==> src/rtl/fp_addsub_seq_pkg.sv <==
// Shared definitions for the sequential single-precision add/subtract unit:
// FSM state encodings, field widths and special-value constants.
package fp_addsub_seq_pkg;

   localparam int unsigned EXP_W  = 8;
   localparam int unsigned MANT_W = 24;

   localparam logic [31:0]      QNAN    = 32'h7FC00000;
   localparam logic [EXP_W-1:0] EXP_MAX = 8'd255;

   typedef enum logic [2:0] {
      StIdle  = 3'd0,
      StAlign = 3'd1,
      StAdd   = 3'd2,
      StNorm  = 3'd3,
      StDone  = 3'd4
   } state_e;

   // Hidden bit restored; a zero exponent field flushes the operand to zero.
   function automatic logic [MANT_W-1:0] unpack_mant(input logic [31:0] x);
      return (x[30:23] == '0) ? '0 : {1'b1, x[22:0]};
   endfunction

endpackage

==> src/rtl/mant_align_shift.sv <==
// Combinational 24-bit right barrel shifter used to align the smaller mantissa.
// Shift amounts of 24 or more saturate the output to zero.
module mant_align_shift
   import fp_addsub_seq_pkg::*;
(
   input  logic [MANT_W-1:0] mant_i,
   input  logic [8:0]        shamt_i,
   output logic [MANT_W-1:0] mant_o
);

   always_comb begin
      if (shamt_i >= 9'(MANT_W)) mant_o = '0;
      else                       mant_o = mant_i >> shamt_i;
   end

endmodule

==> src/rtl/fp_addsub_seq.sv <==
// Multi-cycle IEEE-754 single-precision add/subtract, truncating, denormals flushed.
// Define FPSEQ_SPECIAL_EN to bypass Inf/NaN operands straight to the result.
module fp_addsub_seq
   import fp_addsub_seq_pkg::*;
(
   input  logic        clk,
   input  logic        rst,
   input  logic        in_valid,
   output logic        in_ready,
   input  logic [31:0] a,
   input  logic [31:0] b,
   input  logic        op,
   output logic        out_valid,
   input  logic        out_ready,
   output logic [31:0] result,
   output logic        ovf,
   output logic        unf,
   output logic        busy
);

   state_e state_q, state_d;

   logic              sa_q, sa_d, sb_q, sb_d;
   logic [EXP_W-1:0]  ea_q, ea_d, eb_q, eb_d;
   logic [MANT_W-1:0] ma_q, ma_d, mb_q, mb_d;
   logic              sign_q, sign_d, sub_q, sub_d;
   logic [EXP_W:0]    exp_q, exp_d;
   logic [MANT_W-1:0] ml_q, ml_d, ms_q, ms_d;
   logic [31:0]       result_q, result_d;
   logic              ovf_q, ovf_d, unf_q, unf_d;

   logic              a_big;
   logic [8:0]        ediff, shamt;
   logic [MANT_W-1:0] aligned;
   logic [MANT_W:0]   sum;
   logic [MANT_W-1:0] norm_mant;
   logic [EXP_W:0]    exp_add;

   assign a_big   = (ea_q > eb_q) || ((ea_q == eb_q) && (ma_q >= mb_q));
   assign ediff   = {1'b0, ea_q} - {1'b0, eb_q};
   assign shamt   = ediff[8] ? (~ediff + 9'd1) : ediff;

   mant_align_shift u_align (
      .mant_i  (a_big ? mb_q : ma_q),
      .shamt_i (shamt),
      .mant_o  (aligned)
   );

   // ml_q is never smaller than ms_q, so the subtraction cannot go negative.
   assign sum       = sub_q ? ({1'b0, ml_q} - {1'b0, ms_q}) : ({1'b0, ml_q} + {1'b0, ms_q});
   assign norm_mant = sum[MANT_W] ? sum[MANT_W:1] : sum[MANT_W-1:0];
   assign exp_add   = sum[MANT_W] ? exp_q + 9'd1 : exp_q;

`ifdef FPSEQ_SPECIAL_EN
   logic        special;
   logic [31:0] special_res;
   logic        nan_a, nan_b, inf_a, inf_b, eff_sb;

   always_comb begin
      eff_sb  = b[31] ^ op;
      inf_a   = (a[30:23] == EXP_MAX) && (a[22:0] == '0);
      inf_b   = (b[30:23] == EXP_MAX) && (b[22:0] == '0);
      nan_a   = (a[30:23] == EXP_MAX) && (a[22:0] != '0);
      nan_b   = (b[30:23] == EXP_MAX) && (b[22:0] != '0);
      special = (a[30:23] == EXP_MAX) || (b[30:23] == EXP_MAX);
      if (nan_a || nan_b)                        special_res = QNAN;
      else if (inf_a && inf_b && (a[31] != eff_sb)) special_res = QNAN;
      else if (inf_a)                            special_res = {a[31], 8'hFF, 23'h0};
      else                                       special_res = {eff_sb, 8'hFF, 23'h0};
   end
`endif

   always_comb begin
      state_d  = state_q;
      sa_d     = sa_q;
      sb_d     = sb_q;
      ea_d     = ea_q;
      eb_d     = eb_q;
      ma_d     = ma_q;
      mb_d     = mb_q;
      sign_d   = sign_q;
      sub_d    = sub_q;
      exp_d    = exp_q;
      ml_d     = ml_q;
      ms_d     = ms_q;
      result_d = result_q;
      ovf_d    = ovf_q;
      unf_d    = unf_q;

      unique case (state_q)
         StIdle: begin
            if (in_valid) begin
               sa_d    = a[31];
               ea_d    = a[30:23];
               ma_d    = unpack_mant(a);
               sb_d    = b[31] ^ op;
               eb_d    = b[30:23];
               mb_d    = unpack_mant(b);
               ovf_d   = 1'b0;
               unf_d   = 1'b0;
               state_d = StAlign;
`ifdef FPSEQ_SPECIAL_EN
               if (special) begin
                  result_d = special_res;
                  state_d  = StDone;
               end
`endif
            end
         end
         StAlign: begin
            sign_d  = a_big ? sa_q : sb_q;
            exp_d   = {1'b0, a_big ? ea_q : eb_q};
            ml_d    = a_big ? ma_q : mb_q;
            ms_d    = aligned;
            sub_d   = sa_q ^ sb_q;
            state_d = StAdd;
         end
         StAdd: begin
            if (exp_add >= {1'b0, EXP_MAX}) begin
               result_d = {sign_q, 8'hFF, 23'h0};
               ovf_d    = 1'b1;
               state_d  = StDone;
            end else if (norm_mant == '0) begin
               result_d = 32'h0;
               state_d  = StDone;
            end else begin
               ml_d    = norm_mant;
               exp_d   = exp_add;
               state_d = StNorm;
            end
         end
         StNorm: begin
            if (ml_q[MANT_W-1]) begin
               result_d = {sign_q, exp_q[EXP_W-1:0], ml_q[MANT_W-2:0]};
               state_d  = StDone;
            end else begin
               ml_d  = {ml_q[MANT_W-2:0], 1'b0};
               exp_d = exp_q - 9'd1;
               if (exp_q == 9'd1) begin
                  result_d = 32'h0;
                  unf_d    = 1'b1;
                  state_d  = StDone;
               end
            end
         end
         StDone: begin
            if (out_ready) state_d = StIdle;
         end
         default: state_d = StIdle;
      endcase
   end

   always_ff @(posedge clk) begin
      if (rst) begin
         state_q  <= StIdle;
         sa_q     <= 1'b0;
         sb_q     <= 1'b0;
         ea_q     <= '0;
         eb_q     <= '0;
         ma_q     <= '0;
         mb_q     <= '0;
         sign_q   <= 1'b0;
         sub_q    <= 1'b0;
         exp_q    <= '0;
         ml_q     <= '0;
         ms_q     <= '0;
         result_q <= 32'h0;
         ovf_q    <= 1'b0;
         unf_q    <= 1'b0;
      end else begin
         state_q  <= state_d;
         sa_q     <= sa_d;
         sb_q     <= sb_d;
         ea_q     <= ea_d;
         eb_q     <= eb_d;
         ma_q     <= ma_d;
         mb_q     <= mb_d;
         sign_q   <= sign_d;
         sub_q    <= sub_d;
         exp_q    <= exp_d;
         ml_q     <= ml_d;
         ms_q     <= ms_d;
         result_q <= result_d;
         ovf_q    <= ovf_d;
         unf_q    <= unf_d;
      end
   end

   assign in_ready  = (state_q == StIdle);
   assign out_valid = (state_q == StDone);
   assign busy      = (state_q != StIdle);
   assign result    = result_q;
   assign ovf       = ovf_q;
   assign unf       = unf_q;

endmodule

==> config.mk <==
export PLATFORM = sky130hd
export DESIGN_NAME = fp_addsub_seq
export DESIGN_NICKNAME = d
export VERILOG_FILES = /design/src/rtl/fp_addsub_seq_pkg.sv /design/src/rtl/mant_align_shift.sv /design/src/rtl/fp_addsub_seq.sv
export SDC_FILE = /design/constraint.sdc
export NUM_CORES = 1
export LEC_CHECK = 0
export BUFFER_PORTS_ARGS = -buffer_cell sky130_fd_sc_hd__buf_2
export CAP_MARGIN = 10
export CELL_PAD_IN_SITES_DETAIL_PLACEMENT = 1
export CELL_PAD_IN_SITES_GLOBAL_PLACEMENT = 1
export CORE_MARGIN = 5
export CORE_UTILIZATION = 45
export CTS_BUF_LIST = sky130_fd_sc_hd__clkbuf_8
export DETAILED_ROUTE_END_ITERATION = 8
export PLACE_DENSITY = 0.89
export SYNTH_ARGS = -nofsm -noshare
export SYNTH_HDL_FRONTEND = slang
export SYNTH_SLANG_ARGS = --single-unit
==> constraint.sdc <==
create_clock -name clk -period 5.1 [get_ports clk]
set_input_delay 1.02 -clock clk [delete_from_list [all_inputs] [get_ports clk]]
set_output_delay 1.02 -clock clk [all_outputs]
set_load 0.005 [all_outputs]
==> flow_metrics.env <==
export IMPL_drive_gt1_frac=0.175
export IMPL_yosysSeqAreaShare=0.280
export IMPL_die_area_mm2=0.0291
export IMPL_p_per_area_mw_per_mm2=690
export IMPL_async_flop_share=0
export IMPL_syn_to_final_growth_pct=11.8
export IMPL_synth_cell_area_mm2=0.0116
export IMPL_fin_crit_ps=5030
export IMPL_dieHeight_um=171
export IMPL_cts_htree_levels=4
export IMPL_cts_path_max_buffers=2
export IMPL_antenna_cells=0
export IMPL_nFillCells=3082
export IMPL_wl_per_cell_um=22.2
export IMPL_most_common_layout_cells="dfxtp_1 (161), nand2_1 (153), nor2_1 (121)"
export IMPL_synth_edf_count=0
export IMPL_clk_pin_slew_ps=90
export IMPL_clkLatencyLatePin_ps=480
export IMPL_maxSlewViolCount=0
export IMPL_yosys_area_share_simple=0.185
export IMPL_rows=58
export IMPL_path_class="reg2reg"
export IMPL_dpl_hpwl_um=29300
export IMPL_drtIter0Drc=1202
export IMPL_drc_errors=0
export IMPL_grt_first_pass_wirelength_um=62700
export IMPL_hold_viol=0
export IMPL_ys_dominant_reg_cell="dfxtp_1"
export IMPL_fmax_mhz=199
export IMPL_place_congestion=0.972
export IMPL_drv_cap=0
export IMPL_yosys_warnings=0
export IMPL_io_buffers=105
export IMPL_crit_arrival_ps=5350
export IMPL_slew_headroom=0.185
export IMPL_synthDistinctLibCells=86
export IMPL_power_mw=8.95
export IMPL_grt_pass1_vias=11900
export IMPL_root_buffer="clkbuf_8"
export IMPL_finalSetupViolations=0
export IMPL_power_leakage_nw=5.17
export IMPL_cts_sinks=162
export IMPL_drtAntennaViolNets=0
export IMPL_synth_compound_area_share=0.277
export IMPL_io_pins=106
export IMPL_yosys_area_share_adder=0.0704
export IMPL_critical_path_max_fanout=9
export IMPL_totalWireLength_um=39800
export IMPL_cp_required_ps=5420
export IMPL_syn_nets=1527
export IMPL_drt_pre_antenna_iters=7
export IMPL_synth_xor_area_share=0.0400
export IMPL_grt_max_degree=66
export IMPL_cts_buffers=17
export IMPL_cts_tree="built"
export IMPL_ys_ff_latch=162
export IMPL_synthMuxAreaShare=0.0940
export IMPL_layoutNonFillerInstCount=1798
export IMPL_worstMarginPinSlew_ps=1210
export IMPL_die_w_um=171
export IMPL_final_common_cell="dfxtp_1"
export IMPL_worst_ir_drop_vdd_uv=576
export IMPL_hp_class="reg2reg"
export IMPL_core_mm2=0.0253
export IMPL_cp_end_kind="register"
export IMPL_rrSetupSlack_ps=70
export IMPL_crit_path_start_kind="register"
export IMPL_status="completed"
export IMPL_antenna_found_initial=1
export IMPL_routed_via_density=6.46
export IMPL_gr_total_overflow=0
export IMPL_grt_use_total=0.265
export IMPL_cts_hold_buf=0
export IMPL_synth_top_family_by_area="compound AO/OA/AOI/OAI gates"
export IMPL_final_nets=1589
export IMPL_placedCellCount=1759
export IMPL_fin_skew_ps=21.4
export IMPL_syn_area_per_cell_um2=8.32
export IMPL_start_util=0.459
export IMPL_vias=11600
export IMPL_min_period_over_period=0.986
export IMPL_synthCells=1394
[Yosys cell counts (15+ instances only)]
cell type,n,share of area
a211oi_1,42,0.027
a21o_1,25,0.016
a21oi_1,80,0.035
a222oi_1,22,0.019
a22o_1,71,0.054
a22oi_1,17,0.011
and2_1,15,0.0081
clkbuf_1,68,0.022
dfxtp_1,162,0.28
ha_1,62,0.067
inv_1,58,0.019
mux2_2,25,0.024
mux2i_1,29,0.025
mux4_2,23,0.045
nand2_1,153,0.050
nand3_1,23,0.0099
nand4_1,23,0.012
nor2_1,123,0.040
nor3_1,28,0.012
o211ai_1,16,0.010
o21ai_0,50,0.022
xnor2_1,36,0.027
xor2_1,17,0.013
[through the flow]
stage,util,area [µm²],setup TNS [ps],hold WS [ps],setup WS (ps)
2_1_floorplan,-,11600,0,436,569
3_3_place_gp,0.491,12400,0,443,73.5
3_5_place_dp,0.491,12400,-3330,455,-165
4_1_cts,0.510,12900,0,468,25.7
5_1_grt,0.513,13000,-228,480,-76.7
6_report,0.513,13000,0,467,69.5
[where the power goes]
part | total, mW | switching (mW) | leakage (nW) | internal, mW
clock network | 1.05 | 0.546 | 0.201 | 0.505
logic | 6.20 | 3.73 | 3.65 | 2.48
registers | 1.70 | 0.262 | 1.32 | 1.43
total | 8.95 | 4.53 | 5.17 | 4.42
[critical path: stages (launching register included)]
cell      delay (ps)
dfxtp_1          430
inv_1             70
ha_1             230
and4bb_1         240
and2_2           240
a21oi_1          220
xnor2_1          180
ha_1             370
o21a_1           250
a21oi_4          200
o21ai_1          170
a211o_1          340
a21o_1           210
a211oi_1         320
xnor2_1          260
o31ai_4          190
buf_4            200
or3_1            450
o211ai_1         230
a21oi_1           90
[final cells by class]
cell class / count / area [µm²] / share of cell area
inverter: 59 / 221 / 0.0171
clock buffer: 18 / 248 / 0.0191
tap: 330 / 413 / 0.0318
timing repair buffer: 137 / 816 / 0.0629
sequential: 162 / 3240 / 0.250
multi-input combinational: 1079 / 7850 / 0.605
clock inverter: 13 / 175 / 0.0135
[cells by family (layout without fill, tap and decap cells)]
logic type	count (synthesis)	after routing
compound gates	432	432
xor+xnor	53	53
mux	77	77
buf+inv	154	227
fa+ha+maj	64	64
flops	162	162
simple gates	452	453
[worst paths after layout]
| check | startpoint | to | depth (start not counted) |
|---|---|---|---|
| setup / recovery | ms_q[1] | exp_q[4] | 19 |
| hold / removal | eb_q[1] | eb_q[1] | 2 |
| setup reg to reg | ms_q[1] | exp_q[4] | 19 |
| hold reg to reg | eb_q[1] | eb_q[1] | 2 |
[flip-flops by register name (all words and copies together) (netlist names), 3 cells and up]
signal and flops:
eb_q 8, state_q 3, exp_q 9, mb_q 24, result 32, ml_q 24
ma_q 24, ms_q 24, ea_q 8
[layer usage]
layer	GRT usage	vias up	share of wire
met5	0	-	0.00018
met4	0.0868	2	0.025
met3	0.0453	79	0.065
met2	0.451	449	0.48
met1	0.344	5759	0.43
li1	-	5335	-
[repair_timing]
item,CTS,global route
resized for setup,4,13
pin swaps,2,4
gates cloned,1,0
setup endpoints to repair,33,68
hold endpoints to repair,0,0
buffers inserted,3,4
Note: power is estimated with default switching activity, not from simulation.
